**src/rtl/bp_pht_arbiter.sv**
```systemverilog
// Pattern history table of 2-bit saturating counters. A single table access
// slot per cycle is shared between fetch-side lookups and queued resolve-side
// updates; after reset an init sweep writes weakly-not-taken to every entry.
//
// Handshakes: a transfer happens on a port in exactly the cycle where its
// valid and ready are both high. lk_ready and up_ready are functions of
// internal state only (never of the valid inputs), and a requester may hold
// or change its request freely while ready is low.

package bp_pkg;
  typedef enum logic [1:0] {
    SNT = 2'b00,
    WNT = 2'b01,
    WT  = 2'b10,
    ST  = 2'b11
  } state_t;
endpackage

module bp_pht_arbiter #(
  parameter int IDX_W      = 4,
  parameter int UQ_DEPTH   = 4,
  parameter int STARVE_MAX = 8,
  localparam int CNT_W     = $clog2(UQ_DEPTH + 1),
  localparam int SC_W      = $clog2(STARVE_MAX + 1)
) (
  input  logic             clk,
  input  logic             reset,
  input  logic             lk_valid,
  output logic             lk_ready,
  input  logic [IDX_W-1:0] lk_idx,
  output logic             pred_valid,
  output logic [1:0]       pred_state,
  output logic             pred_taken,
  input  logic             up_valid,
  output logic             up_ready,
  input  logic [IDX_W-1:0] up_idx,
  input  logic             up_taken,
  output logic             init_done,
  output logic [CNT_W-1:0] uq_count,
  output logic             dbg_state,
  output logic [SC_W-1:0]  dbg_starve_cnt
);
  import bp_pkg::*;

  localparam int ENTRIES = 1 << IDX_W;
  localparam int PTR_W   = (UQ_DEPTH > 1) ? $clog2(UQ_DEPTH) : 1;

  localparam logic [IDX_W-1:0] LAST_IDX   = IDX_W'(ENTRIES - 1);
  localparam logic [CNT_W-1:0] FULL_CNT   = CNT_W'(UQ_DEPTH);
  localparam logic [SC_W-1:0]  STARVE_LIM = SC_W'(STARVE_MAX);
  localparam logic [PTR_W-1:0] LAST_PTR   = PTR_W'(UQ_DEPTH - 1);

  typedef enum logic {
    S_INIT = 1'b0,
    S_RUN  = 1'b1
  } fsm_t;

  // Control state
  fsm_t             fsm_q, fsm_d;
  logic [IDX_W-1:0] init_ptr_q, init_ptr_d;
  logic [PTR_W-1:0] rd_ptr_q, rd_ptr_d;
  logic [PTR_W-1:0] wr_ptr_q, wr_ptr_d;
  logic [CNT_W-1:0] uq_count_q, uq_count_d;
  logic [SC_W-1:0]  starve_q, starve_d;
  logic             pred_valid_q, pred_valid_d;
  state_t           pred_state_q, pred_state_d;

  // Storage (no reset needed: the init sweep and FIFO pointers cover it)
  state_t           pht_q    [ENTRIES];
  logic [IDX_W-1:0] uq_idx_q [UQ_DEPTH];
  logic             uq_tkn_q [UQ_DEPTH];

  // Slot arbitration and table write port
  logic             run;
  logic             force_drain;
  logic             lk_grant;
  logic             up_enq;
  logic             drain;
  logic [IDX_W-1:0] head_idx;
  logic             head_taken;
  logic             tbl_we;
  logic [IDX_W-1:0] tbl_waddr;
  state_t           tbl_wdata;

  // Saturating counter step towards the resolved direction
  function automatic state_t sat_next(input state_t cur, input logic taken);
    logic [1:0] v;
    v = cur;
    if (taken) begin
      if (v != 2'b11) v = v + 2'd1;
    end else begin
      if (v != 2'b00) v = v - 2'd1;
    end
    return state_t'(v);
  endfunction

  assign head_idx   = uq_idx_q[rd_ptr_q];
  assign head_taken = uq_tkn_q[rd_ptr_q];

  // Decide who owns the table slot this cycle; lookups win unless a drain is forced
  always_comb begin
    run         = (fsm_q == S_RUN);
    force_drain = (uq_count_q == FULL_CNT) || (starve_q == STARVE_LIM);
    lk_ready    = run && !force_drain;
    up_ready    = run && (uq_count_q < FULL_CNT);
    lk_grant    = lk_valid && lk_ready;
    up_enq      = up_valid && up_ready;
    drain       = run && !lk_grant && (uq_count_q != '0);
  end

  // Update FIFO pointers, occupancy and the anti-starvation counter
  always_comb begin
    rd_ptr_d   = rd_ptr_q;
    wr_ptr_d   = wr_ptr_q;
    uq_count_d = uq_count_q;
    starve_d   = starve_q;

    if (drain) begin
      rd_ptr_d = (rd_ptr_q == LAST_PTR) ? '0 : rd_ptr_q + PTR_W'(1);
    end
    if (up_enq) begin
      wr_ptr_d = (wr_ptr_q == LAST_PTR) ? '0 : wr_ptr_q + PTR_W'(1);
    end

    case ({up_enq, drain})
      2'b10:   uq_count_d = uq_count_q + CNT_W'(1);
      2'b01:   uq_count_d = uq_count_q - CNT_W'(1);
      default: uq_count_d = uq_count_q;
    endcase

    // Counts lookups that jumped ahead of a waiting update
    if (drain || (uq_count_q == '0)) begin
      starve_d = '0;
    end else if (lk_grant) begin
      starve_d = starve_q + SC_W'(1);
    end
  end

  // INIT sweep / RUN next-state and the table write port selection
  always_comb begin
    fsm_d      = fsm_q;
    init_ptr_d = init_ptr_q;
    tbl_we     = 1'b0;
    tbl_waddr  = head_idx;
    tbl_wdata  = sat_next(pht_q[head_idx], head_taken);

    case (fsm_q)
      S_INIT: begin
        tbl_we     = 1'b1;
        tbl_waddr  = init_ptr_q;
        tbl_wdata  = WNT;
        init_ptr_d = init_ptr_q + IDX_W'(1);
        if (init_ptr_q == LAST_IDX) fsm_d = S_RUN;
      end
      S_RUN: begin
        tbl_we = drain;
      end
      default: begin
        fsm_d = S_INIT;
      end
    endcase
  end

  // Prediction register: loads on an accepted lookup, otherwise holds
  always_comb begin
    pred_valid_d = lk_grant;
    pred_state_d = pred_state_q;
    if (lk_grant) pred_state_d = pht_q[lk_idx];
  end

  // Control registers with asynchronous reset
  always_ff @(posedge clk or posedge reset) begin
    if (reset) begin
      fsm_q        <= S_INIT;
      init_ptr_q   <= '0;
      rd_ptr_q     <= '0;
      wr_ptr_q     <= '0;
      uq_count_q   <= '0;
      starve_q     <= '0;
      pred_valid_q <= 1'b0;
      pred_state_q <= WNT;
    end else begin
      fsm_q        <= fsm_d;
      init_ptr_q   <= init_ptr_d;
      rd_ptr_q     <= rd_ptr_d;
      wr_ptr_q     <= wr_ptr_d;
      uq_count_q   <= uq_count_d;
      starve_q     <= starve_d;
      pred_valid_q <= pred_valid_d;
      pred_state_q <= pred_state_d;
    end
  end

  // Table write: init sweep entry or drained read-modify-write result
  always_ff @(posedge clk) begin
    if (tbl_we) pht_q[tbl_waddr] <= tbl_wdata;
  end

  // FIFO entry write on enqueue
  always_ff @(posedge clk) begin
    if (up_enq) begin
      uq_idx_q[wr_ptr_q] <= up_idx;
      uq_tkn_q[wr_ptr_q] <= up_taken;
    end
  end

  assign pred_valid     = pred_valid_q;
  assign pred_state     = pred_state_q;
  assign pred_taken     = pred_state_q[1];
  assign init_done      = run;
  assign uq_count       = uq_count_q;
  assign dbg_state      = fsm_q;
  assign dbg_starve_cnt = starve_q;

endmodule

```
**config.mk**
```make
export PLATFORM = sky130hd
export DESIGN_NAME = bp_pht_arbiter
export DESIGN_NICKNAME = d
export VERILOG_FILES = /design/src/rtl/bp_pht_arbiter.sv
export SDC_FILE = /design/constraint.sdc
export NUM_CORES = 1
export LEC_CHECK = 0
export CORE_MARGIN = 4
export CORE_UTILIZATION = 32
export DETAILED_ROUTE_END_ITERATION = 12
export PLACE_DENSITY = 0.5
export SETUP_SLACK_MARGIN = 0.4
export SLEW_MARGIN = 10
export SYNTH_ARGS = -nofsm -noshare
export SYNTH_HDL_FRONTEND = slang
export SYNTH_SLANG_ARGS = --single-unit
```
**constraint.sdc**
```tcl
create_clock -name clk -period 5.02 [get_ports clk]
set_input_delay 1.004 -clock clk [delete_from_list [all_inputs] [get_ports clk]]
set_output_delay 1.004 -clock clk [all_outputs]
set_load 0.01 [all_outputs]
```
==> flow_metrics.tcl <==
set metrics [dict create \
    outcome "finished, final reports clean" \
    dp_slack_ns 1.72 \
    dpl_cell_area_mm2 0.00383 \
    worstSetupStartpoint "dbg_state" \
    die-area_mm2 0.0126 \
    hpwl_um 5110 \
    start_util_pct 33.2 \
    slowest_stage "dfrtp_1" \
    nets 297 \
    synthCells 243 \
    skew_ns 0.0166 \
    syn_nets 266 \
    ctsResizeCount 0 \
    path_cells "clkinv_1 -> nor2_1 -> clkdlybuf4s50_1" \
    cts.sinks 71 \
    p_leak_nw 1.56 \
    worst_slack_ns 1.51 \
    postCtsSetupBuffers 0 \
    row_count 37 \
    grt_setup_unrepaired "no" \
    core_mm2 0.0104 \
    crit_cells 3 \
    synth_top_area_share_pct 45.1 \
    total_power_mw 2.44 \
    worst_slew_pin_slew_ns 0.810 \
    routed-via-count 1974 \
    syn_area_mm2 0.00346 \
    gp_congestion 0.759 \
    cts_made_buffers 9 \
    reg2regPathDepth 8 \
    placed_cells 399 \
    ios 28 \
    postLayoutCellArea_mm2 0.00403 \
    ir_drop_v 0.000224 \
    grt_overflow_total 0 \
    dieWidth_um 112 \
    synth_edf_count 52 \
    async_reset_ff_share_pct 26.8 \
    worst-path-buf-inv 2 \
    ys.flop_type "edfxtp_1" \
    final.period_utilization_pct 69.8 \
    crit_arrival_ns 2.50 \
    cellPowerDensity_mw_per_mm2 606 \
    cts_buffer_depth 2 \
    min_period_ns 3.51 \
    fin_setup_tns_ns 0 \
    cts_tree "done" \
    ff2ff_setup_slack_ns 1.99 \
    r2r-start "rd_ptr_q[0]" \
    yosysTopAreaCell "edfxtp_1" \
    yosys.area_share.adder_pct 3.83 \
    worstPathRequired_ns 4.02 \
    hold_viol_final 0 \
    grt_max_degree 20 \
    min_path_type "register to register" \
    diodes 0 \
    ant_nets 0 \
    wire_per_inst_um 17.0 \
    slew_viol_final 0 \
    synth_area_leaders "edfxtp_1 45%, dfrtp_1 13%, mux2i_1 8.1%" \
    holdBufCountCts 0 \
    synth_compound_area_share_pct 3.36 \
    r2r-end "pht_q[5][0]" \
    antenna_found_initial 0 \
    endpoint_kind "output port" \
    dr.pass1.iters 4 \
    clock_latency_ns 0.35 \
    grt_pass1_vias 2023 \
    die_h_um 112 \
    vias_per_cell 4.76 \
    h-tree-depth 3 \
    maxCapViolCount 0 \
    synth_cell_types 38 \
    grt_pass1_wl_um 11300 \
    critPathMaxStageDelay_ns 0.72 \
    crit_fanout 15 \
    synth_simple_gate_area_share_pct 8.60 \
    drc_errors 0 \
    stdcell_count 415 \
    synth_top_family_by_area "multiplexers" \
    io_buffer_count 27 \
    criticalPathCategory "register to output port" \
    syn_area_per_cell_um2 14.3 \
    drtIter0Drc 75 \
    setup_viol 0 \
    drive_gt1_share_pct 14.0 \
    synth_xor_area_share_pct 1.52 \
    area_growth_pct 16.3 \
    worstSetupStartpointType "register" \
    synth_seq_area_share_pct 58.9 \
    clk_pin_slew_ns 0.08 \
    muxShareOfSynthArea_pct 20.1 \
    slew_headroom_pct 45.9 \
    hold_depth 1 \
    critPathTopFamily "buffers and inverters" \
    ys_ff_latch 71 \
    crit_path_end "up_ready" \
    max_freq_mhz 285 \
    track_usage_pct 11.8 \
    routed_wirelength_um 7040 \
    yosys_warnings 0 \
    cts-root-buf "clkbuf_8" \
]
how the worst min path moves through the flow:
stage | start | end | slack, ns
floorplan | init_ptr_q[3] | init_ptr_q[3] | 0.48
global placement | init_ptr_q[3] | init_ptr_q[3] | 0.52
detailed placement | init_ptr_q[3] | init_ptr_q[3] | 0.53
CTS | init_ptr_q[3] | init_ptr_q[3] | 0.54
global route | init_ptr_q[3] | init_ptr_q[3] | 0.56
finish | init_ptr_q[3] | init_ptr_q[3] | 0.54
where the power goes:
part	internal (mW)	total (mW)	switching, mW
sequential	0.895	0.989	0.0938
combinational	0.427	1.01	0.582
clock	0.223	0.443	0.219
total	1.55	2.44	0.895
cells in the final DEF (no fill, tap or decap), types with 3 or more instances in the layout:
master	count
a21oi_1	5
clkbuf_8	10
mux4_1	3
inv_1	11
mux2_2	6
o22ai_1	5
ha_1	9
edfxtp_1	52
nand2_1	19
clkdlybuf4s50_1	27
and3_1	6
dfrtp_1	18
xnor2_1	4
nor2_1	27
mux4_2	12
mux2i_1	28
o21ai_0	5
kinds of logic (layout without fill, tap and decap cells):
logic type / count (synthesis) / after routing
compound gates: 20 / 20
xor+xnor: 6 / 6
fa+ha+maj: 10 / 10
buf+inv: 21 / 57
flops: 71 / 71
mux: 49 / 49
simple gates: 66 / 66
registers in the layout, summed over array words and instances (netlist names):
| name | cells |
|---|---|
| uq_count | 3 |
| uq_idx_q | 16 |
| pred_valid | 1 |
| uq_tkn_q | 4 |
| rd_ptr_q | 2 |
| init_ptr_q | 4 |
| wr_ptr_q | 2 |
| pred_state | 2 |
| pht_q | 32 |
| dbg_starve_cnt | 4 |
| dbg_state | 1 |
synth_stat cells, types with 2 or more instances:
master    count
or2b_1        2
mux2i_1      28
or2_2         2
clkbuf_1      2
xnor2_1       4
o21ai_0       5
inv_1        11
buf_6         2
nand2_1      19
nor3_1        2
or3_1         2
xor2_1        2
nand3_1       2
mux4_1        3
a21oi_1       5
edfxtp_1     52
o22ai_1       5
ha_1          9
mux2_2        6
dfrtp_1      18
mux4_2       12
nor2_1       27
o21ai_1       2
and3_1        6
buf_4         2
per-layer routing:
layer	GRT usage (%)	part of all wire (%)
met1	15.3	46
met2	18.7	49
met3	3.67	3.3
met4	4.01	1.7
met5	0	0
through the flow:
step,util [%],hold slack (ns)
3_3_place_gp,36.8,0.517
3_5_place_dp,36.8,0.529
2_1_floorplan,-,0.483
4_1_cts,38.7,0.541
6_report,38.7,0.537
5_1_grt,38.7,0.560
layout make-up:
class,instances,area [um^2]
flip-flops and latches,71,2040
repair buffers,29,285
inverters,12,45.0
clock buffers,12,166
multi-input cells,151,1300
well taps,136,170
fillers,1001,6390
clock inverters,4,27.5
(Power assumes the default switching activity.)
